===== src/rtl/fifo_pkg.sv =====
// fifo_pkg: shared constants and helpers for the parameterised FIFO.
//   FIFO_WIDTH_DEFAULT - default data word width in bits
//   FIFO_DEPTH_DEFAULT - default word count (power of two, >= 4)
//   PARITY_MAX_WIDTH   - widest word even_parity() accepts (callers zero-extend)
//   even_parity()      - returns the bit that makes {bit, data} have even parity
package fifo_pkg;

  localparam int unsigned FIFO_WIDTH_DEFAULT = 63;
  localparam int unsigned FIFO_DEPTH_DEFAULT = 16;
  localparam int unsigned PARITY_MAX_WIDTH   = 256;

  // Zero-extension does not change the XOR reduction, so one fixed-width helper
  // serves every word width up to PARITY_MAX_WIDTH.
  function automatic logic even_parity(input logic [PARITY_MAX_WIDTH-1:0] data);
    return ^data;
  endfunction

endpackage


===== src/rtl/fifo_mem_array.sv =====
// fifo_mem_array: FIFO storage, one write port and one registered read port.
// The memory itself is not reset; only the read data register is.
// Ports:
//   clk, reset_n       - clock, asynchronous active-low reset (read register only)
//   wr_en/wr_addr/wr_data - synchronous write
//   rd_en/rd_addr      - read request; rd_data updates at the edge and holds otherwise
//   rd_data            - registered read data
module fifo_mem_array #(
  parameter int unsigned Width    = 64,
  parameter int unsigned Depth    = 16,
  parameter int unsigned AddrBits = 4
) (
  input  logic                clk,
  input  logic                reset_n,
  input  logic                wr_en,
  input  logic [AddrBits-1:0] wr_addr,
  input  logic [Width-1:0]    wr_data,
  input  logic                rd_en,
  input  logic [AddrBits-1:0] rd_addr,
  output logic [Width-1:0]    rd_data
);

  logic [Width-1:0] mem_q [Depth];
  logic [Width-1:0] rd_data_q;

  always_ff @(posedge clk) begin
    if (wr_en) begin
      mem_q[wr_addr] <= wr_data;
    end
  end

  always_ff @(posedge clk or negedge reset_n) begin
    if (!reset_n) begin
      rd_data_q <= '0;
    end else if (rd_en) begin
      rd_data_q <= mem_q[rd_addr];
    end
  end

  assign rd_data = rd_data_q;

endmodule


===== src/rtl/fifo_param.sv =====
// fifo_param: synchronous FIFO with level flags, sticky error flags and a
// saturating drop counter. Storage lives in fifo_mem_array.
// Optional feature: define FIFO_PARITY_EN to store an even-parity bit per word
// and flag mismatches on read (parity_err); otherwise parity_err is tied to 0.
// Ports:
//   clk, reset_n          - clock, asynchronous active-low reset
//   data_in, write_n      - write data, active-low write request
//   read_n                - active-low read request
//   clear_flags_n         - active-low clear of overflow/underflow/parity_err/drop_count
//   almost_full_thresh    - fifo_almost_full when counter >= this
//   almost_empty_thresh   - fifo_almost_empty when counter <= this
//   data_out, data_valid  - registered read data, one-cycle pulse when updated
//   fifo_counter          - words stored (0..FIFO_DEPTH)
//   fifo_full/empty/almost_full/almost_empty - level status
//   overflow, underflow, parity_err - sticky errors
//   drop_count            - saturating count of rejected writes
module fifo_param
  import fifo_pkg::*;
#(
  parameter int unsigned FIFO_WIDTH = FIFO_WIDTH_DEFAULT,
  parameter int unsigned FIFO_DEPTH = FIFO_DEPTH_DEFAULT,
  parameter int unsigned FIFO_BITS  = $clog2(FIFO_DEPTH)
) (
  input  logic                  clk,
  input  logic                  reset_n,
  input  logic [FIFO_WIDTH-1:0] data_in,
  input  logic                  write_n,
  input  logic                  read_n,
  input  logic                  clear_flags_n,
  input  logic [FIFO_BITS:0]    almost_full_thresh,
  input  logic [FIFO_BITS:0]    almost_empty_thresh,
  output logic [FIFO_WIDTH-1:0] data_out,
  output logic                  data_valid,
  output logic [FIFO_BITS:0]    fifo_counter,
  output logic                  fifo_full,
  output logic                  fifo_empty,
  output logic                  fifo_almost_full,
  output logic                  fifo_almost_empty,
  output logic                  overflow,
  output logic                  underflow,
  output logic                  parity_err,
  output logic [7:0]            drop_count
);

`ifdef FIFO_PARITY_EN
  localparam int unsigned MemWidth = FIFO_WIDTH + 1;
`else
  localparam int unsigned MemWidth = FIFO_WIDTH;
`endif

  localparam logic [FIFO_BITS:0] DepthCount = (FIFO_BITS+1)'(FIFO_DEPTH);
  localparam logic [FIFO_BITS:0] PtrOne     = (FIFO_BITS+1)'(1);

  logic [FIFO_BITS:0]  wr_ptr_q, wr_ptr_d;
  logic [FIFO_BITS:0]  rd_ptr_q, rd_ptr_d;
  logic [FIFO_BITS:0]  count;
  logic                write_accept, read_accept;
  logic                write_reject, read_reject;
  logic                data_valid_q;
  logic                overflow_q, overflow_d;
  logic                underflow_q, underflow_d;
  logic [7:0]          drop_count_q, drop_count_d;
  logic [MemWidth-1:0] mem_wdata, mem_rdata;

  // Extra pointer bit distinguishes full from empty, so the difference is the fill level.
  assign count      = wr_ptr_q - rd_ptr_q;
  assign fifo_empty = (count == '0);
  assign fifo_full  = (count == DepthCount);

  assign read_accept  = !read_n && !fifo_empty;
  // A read in the same cycle frees a slot, so a write into a full FIFO still lands.
  assign write_accept = !write_n && (!fifo_full || read_accept);
  assign read_reject  = !read_n && !read_accept;
  assign write_reject = !write_n && !write_accept;

  always_comb begin
    wr_ptr_d     = wr_ptr_q;
    rd_ptr_d     = rd_ptr_q;
    overflow_d   = overflow_q;
    underflow_d  = underflow_q;
    drop_count_d = drop_count_q;

    if (write_accept) wr_ptr_d = wr_ptr_q + PtrOne;
    if (read_accept)  rd_ptr_d = rd_ptr_q + PtrOne;

    if (!clear_flags_n) begin
      overflow_d   = 1'b0;
      underflow_d  = 1'b0;
      drop_count_d = '0;
    end
    // Error events are applied after the clear so a coincident event survives it.
    if (write_reject) begin
      overflow_d = 1'b1;
      if (drop_count_d != 8'hFF) drop_count_d = drop_count_d + 8'd1;
    end
    if (read_reject) underflow_d = 1'b1;
  end

  always_ff @(posedge clk or negedge reset_n) begin
    if (!reset_n) begin
      wr_ptr_q     <= '0;
      rd_ptr_q     <= '0;
      data_valid_q <= 1'b0;
      overflow_q   <= 1'b0;
      underflow_q  <= 1'b0;
      drop_count_q <= '0;
    end else begin
      wr_ptr_q     <= wr_ptr_d;
      rd_ptr_q     <= rd_ptr_d;
      data_valid_q <= read_accept;
      overflow_q   <= overflow_d;
      underflow_q  <= underflow_d;
      drop_count_q <= drop_count_d;
    end
  end

  fifo_mem_array #(
    .Width    (MemWidth),
    .Depth    (FIFO_DEPTH),
    .AddrBits (FIFO_BITS)
  ) u_mem (
    .clk     (clk),
    .reset_n (reset_n),
    .wr_en   (write_accept),
    .wr_addr (wr_ptr_q[FIFO_BITS-1:0]),
    .wr_data (mem_wdata),
    .rd_en   (read_accept),
    .rd_addr (rd_ptr_q[FIFO_BITS-1:0]),
    .rd_data (mem_rdata)
  );

`ifdef FIFO_PARITY_EN
  logic parity_hit;
  logic parity_err_q, parity_err_d;

  assign mem_wdata  = {even_parity(PARITY_MAX_WIDTH'(data_in)), data_in};
  // A stored word with even parity XOR-reduces to 0 including its parity bit.
  assign parity_hit = data_valid_q && (^mem_rdata);

  always_comb begin
    parity_err_d = parity_err_q;
    if (!clear_flags_n) parity_err_d = 1'b0;
    if (parity_hit)     parity_err_d = 1'b1;
  end

  always_ff @(posedge clk or negedge reset_n) begin
    if (!reset_n) begin
      parity_err_q <= 1'b0;
    end else begin
      parity_err_q <= parity_err_d;
    end
  end

  // The check result is visible alongside data_valid and then held by the sticky register.
  assign parity_err = parity_err_q || parity_hit;
`else
  assign mem_wdata  = data_in;
  assign parity_err = 1'b0;
`endif

  assign data_out          = mem_rdata[FIFO_WIDTH-1:0];
  assign data_valid        = data_valid_q;
  assign fifo_counter      = count;
  assign fifo_almost_full  = (count >= almost_full_thresh);
  assign fifo_almost_empty = (count <= almost_empty_thresh);
  assign overflow          = overflow_q;
  assign underflow         = underflow_q;
  assign drop_count        = drop_count_q;

endmodule


===== config.mk =====
export PLATFORM = sky130hd
export DESIGN_NAME = fifo_param
export DESIGN_NICKNAME = d
export VERILOG_FILES = /design/src/rtl/fifo_pkg.sv /design/src/rtl/fifo_mem_array.sv /design/src/rtl/fifo_param.sv
export SDC_FILE = /design/constraint.sdc
export NUM_CORES = 1
export LEC_CHECK = 0
export BUFFER_PORTS_ARGS = -buffer_cell sky130_fd_sc_hd__buf_4
export CORE_ASPECT_RATIO = 0.5
export CORE_UTILIZATION = 55
export DETAILED_ROUTE_END_ITERATION = 10
export PLACE_DENSITY = 0.75
export SYNTH_ARGS = -nofsm -noshare
export SYNTH_HDL_FRONTEND = slang
export SYNTH_HIERARCHICAL = 1
export SYNTH_SLANG_ARGS = --single-unit
export TNS_END_PERCENT = 10

===== constraint.sdc =====
create_clock -name clk -period 7.3 [get_ports clk]
set_input_delay 1.095 -clock clk [delete_from_list [all_inputs] [get_ports clk]]
set_output_delay 1.095 -clock clk [all_outputs]
set_load 0.01 [all_outputs]

==> results by group <==
Worst setup path
  – Reg2Reg Depth: 11
  – Crit path launch type: register
  – Crit path cell chain: inv_1, ha_1, fa_1, nand2b_1, a21oi_2, xor2_4, inv_4, ha_1, nand4_1, nor3b_1, a21o_1, buf_4
  – Worst path required time: 6.20 ns
  – WP data arrival: 4.06 ns
  – CP Max Fanout: 13
  – R2r startpoint: wr_ptr_q[0]
  – Worst Path Class, Setup: register to output pin
  – R2r setup slk: 2.15 ns
  – CP Capture Type: output pin
  – Top delay family on crit path: adder cells
  – CP most frequent cell: ha_1
  – CP startpoint: wr_ptr_q[0]
  – Critical path's slowest cell: dfrtp_1
  – Reg2reg end: u_mem/mem_q[1][9]
  – CP max stage delay: 0.61 ns
  – Buf/Inv on CP: 3

Yosys
  – Synth warnings: 6
  – Post-Synthesis Cell Area: 42,300 um^2
  – Seq/Total Area, Yosys: 76.5%
  – EDFF count, synth: 1,008
  – Seq cells post-synth: 1,092
  – Ys async rst share: 7.69%
  – Top cell type's share of synthesized area: 71.6%
  – Synth area leader: edfxtp_1
  – Syn avg cell area: 22.7 um^2
  – Post-Syn Instances: 1,864
  – Syn nets: 1,957
  – Synth top area cells: edfxtp_1, mux4_2, dfrtp_1
  – Distinct cell type count of the synthesized netlist: 61
  – Most used DFF post-synth: edfxtp_1

Timing
  – Post-layout minimum cycle time: 5.15 ns
  – Max Freq: 194 MHz
  – Setup Skew: 0.0306 ns
  – Min Hold Slack: 0.509 ns
  – Worst slew pin tran: 1.21 ns
  – Max-Slew Margin vs Limit: 19.2%
  – Fin. max-slew vios: 0
  – Setup violators final: 0
  – RSZ-0062 raised after global routing: false
  – Crit share post-route: 70.6%
  – Setup TNS: 0 ns
  – Slack of the critical path: 2.15 ns
  – Final hold vios: 0

Global route
  – Gr usage total: 23.3%
  – GRT overflow: 0
  – Vias in the first global route: 20,300
  – First-pass GRT wire length: 133 mm
  – Largest net degree at the start of global routing: 130
  – Initial antenna violation count: 0

Placed design
  – Port Buffers: 160
  – Post-place setup slack: 2.19 ns
  – Global placement routability congestion: 0.770
  – Hpwl dp: 47.5 mm

Power and ir drop
  – Pleak: 15.5 nW
  – Pwr dens: 393 nW/um^2
  – Overall power: 18.7 mW
  – Peak supply drop: 0.352 mV

CTS
  – Clock sinks: 1,092
  – Total CTS buffers: 92
  – Cts-stage hold buffer count: 0
  – Post_cts resized: 0
  – CTS Buffer Depth: 3
  – Setup bufs post-CTS: 0
  – Clk slew on worst S/H paths: 0.07 ns
  – Clk Latency, worst-skew pair: 0.67 ns
  – Max H-tree Level: 3
  – CTS root buffer: clkbuf_16
  – CTS tree: yes

Hold path
  – Worst hold-check path type: register to register
  – Min-delay src: underflow
  – WHS Endpoint: underflow
  – Hold-critical path depth: 2

Layout
  – Fillers: 4,926
  – Diode count: 0
  – Area growth syn-to-layout: 12.2%
  – Multi-input logic area: 9230 um^2
  – Proportion of layout cells with a drive suffix above 1: 30.8%
  – Register area: 32,400 um^2
  – Nets@finish: 2,146
  – Post-layout util: 62.8%

Route
  – Number of remaining DRC errors: 0
  – Antenna-violating nets left: 0
  – DRT Pass-1 Iters: 5
  – Total routed wirelength: 90.2 mm
  – Vias: 20,000
  – First DRT Iteration DRCs: 2,223
  – Drt via density: 6.34
  – DR WL/cell: 28.6 um

Floorplan
  – Chip height: 198 um
  – Core area: 75,600 um^2
  – Die Wd: 394 um
  – IO Pins: 162
  – Initial cell density of the core: 56.0%
  – Rows: 71
  – Die ar.: 78,100 um^2

Run
  – Max_cap viols: 0

Status
  – Status: completed
-- layer usage --
metal,global-route usage [%],vias to the layer above,routed length (um)
met5,0,-,0
met4,4.97,0,1510
met3,4.36,114,7440
met2,37.1,945,43800
met1,34.2,10600,37400
li1,-,8290,-
-- cells in the mapped netlist, types with 3 or more instances --
master    instances
nor3_1            9
buf_4            15
mux4_2          223
clkbuf_1         32
nand2b_1          6
o21ai_0           5
buf_8             6
nor2_1           81
a311oi_2          3
nand4_1           6
xnor2_1           8
edfxtp_1       1008
nand2_1          11
inv_1            18
mux4_1           29
a221oi_2         63
mux2i_1          65
a21o_1            4
clkbuf_4          3
o22ai_1          63
mux2_2            3
nand3_1           4
nand3b_1          5
nor2b_1           3
xor2_1            4
dfrtp_1          84
and2_1            4
ha_1             14
buf_12            4
buf_6            19
buf_2            22
-- worst register-to-register path, delay by kind of cell (launching register included) --
kind,cells,cell delay (ns)
AO/OA/AOI/OAI,2,0.56
AND/OR/NAND/NOR,3,1.61
buffers and inverters,3,0.87
flip-flops,1,0.61
adder cells (fa/ha/maj),2,0.75
XOR/XNOR,1,0.39
-- state kept, by name, summed over array words and instances (netlist names) --
name / cells
data_valid: 1
u_mem/rd_data: 63
drop_count: 8
rd_ptr_q: 5
overflow: 1
u_mem/mem_q: 1008
wr_ptr_q: 5
underflow: 1
-- logic make-up after synthesis --
| family | share of synthesized area, % |
|---|---|
| flops | 76.5 |
| mux | 15.3 |
| compound gates | 3.70 |
| simple gates | 1.59 |
| buf+inv | 1.99 |
| fa+ha+maj | 0.509 |
| xor+xnor | 0.390 |
| other cells | 0.00886 |
-- cell usage in the layout (no fill, tap or decap), types with 6 or more instances in the layout --
cell          n
bufinv_16     6
nor2_1       69
clkbuf_16    93
edfxtp_1   1008
nand4_1       6
dfrtp_1      81
a221oi_2     63
buf_4       194
buf_12        6
nor2_4       12
inv_1        18
mux2i_1      65
mux4_2      223
clkinv_1     10
mux4_1       29
o22ai_1      63
nand2_1      11
xnor2_1       8
ha_1         14
clkbuf_1     29
clkinv_2     20
-- power breakdown --
| group | leakage, nW | switching (mW) | internal, mW |
|---|---|---|---|
| combinational | 4.03 | 3.09 | 2.57 |
| clock | 1.43 | 2.18 | 2.63 |
| sequential | 10.1 | 0.538 | 7.66 |
-- cell type report --
cell class	count	share of cell area (%)
Sequential cell	1092	68.2
Multi-Input combinational cell	648	19.4
Clock buffer	127	5.28
Timing Repair Buffer	200	3.32
Tap cell	1022	2.69
Clock inverter	44	0.883
Inverter	19	0.156
-- worst max-delay path by stage --
stage / endpoint / slack, ns / cells after the start
2_1_floorplan: u_mem/mem_q[4][0] / 0.06 / 10
3_3_place_gp: u_mem/mem_q[1][51] / 2.24 / 10
3_5_place_dp: u_mem/mem_q[1][51] / 2.19 / 10
4_1_cts: fifo_almost_empty / 2.07 / 11
5_1_grt: fifo_almost_empty / 1.89 / 11
6_report: fifo_almost_empty / 2.15 / 12
-- stage by stage --
stage	cell area (um^2)	instances
6_report	47500	3152
3_3_place_gp	44500	2981
5_1_grt	47500	3152
4_1_cts	47500	3152
2_1_floorplan	42300	1864
3_5_place_dp	44500	2981
Power figures use the tool's default switching activity.
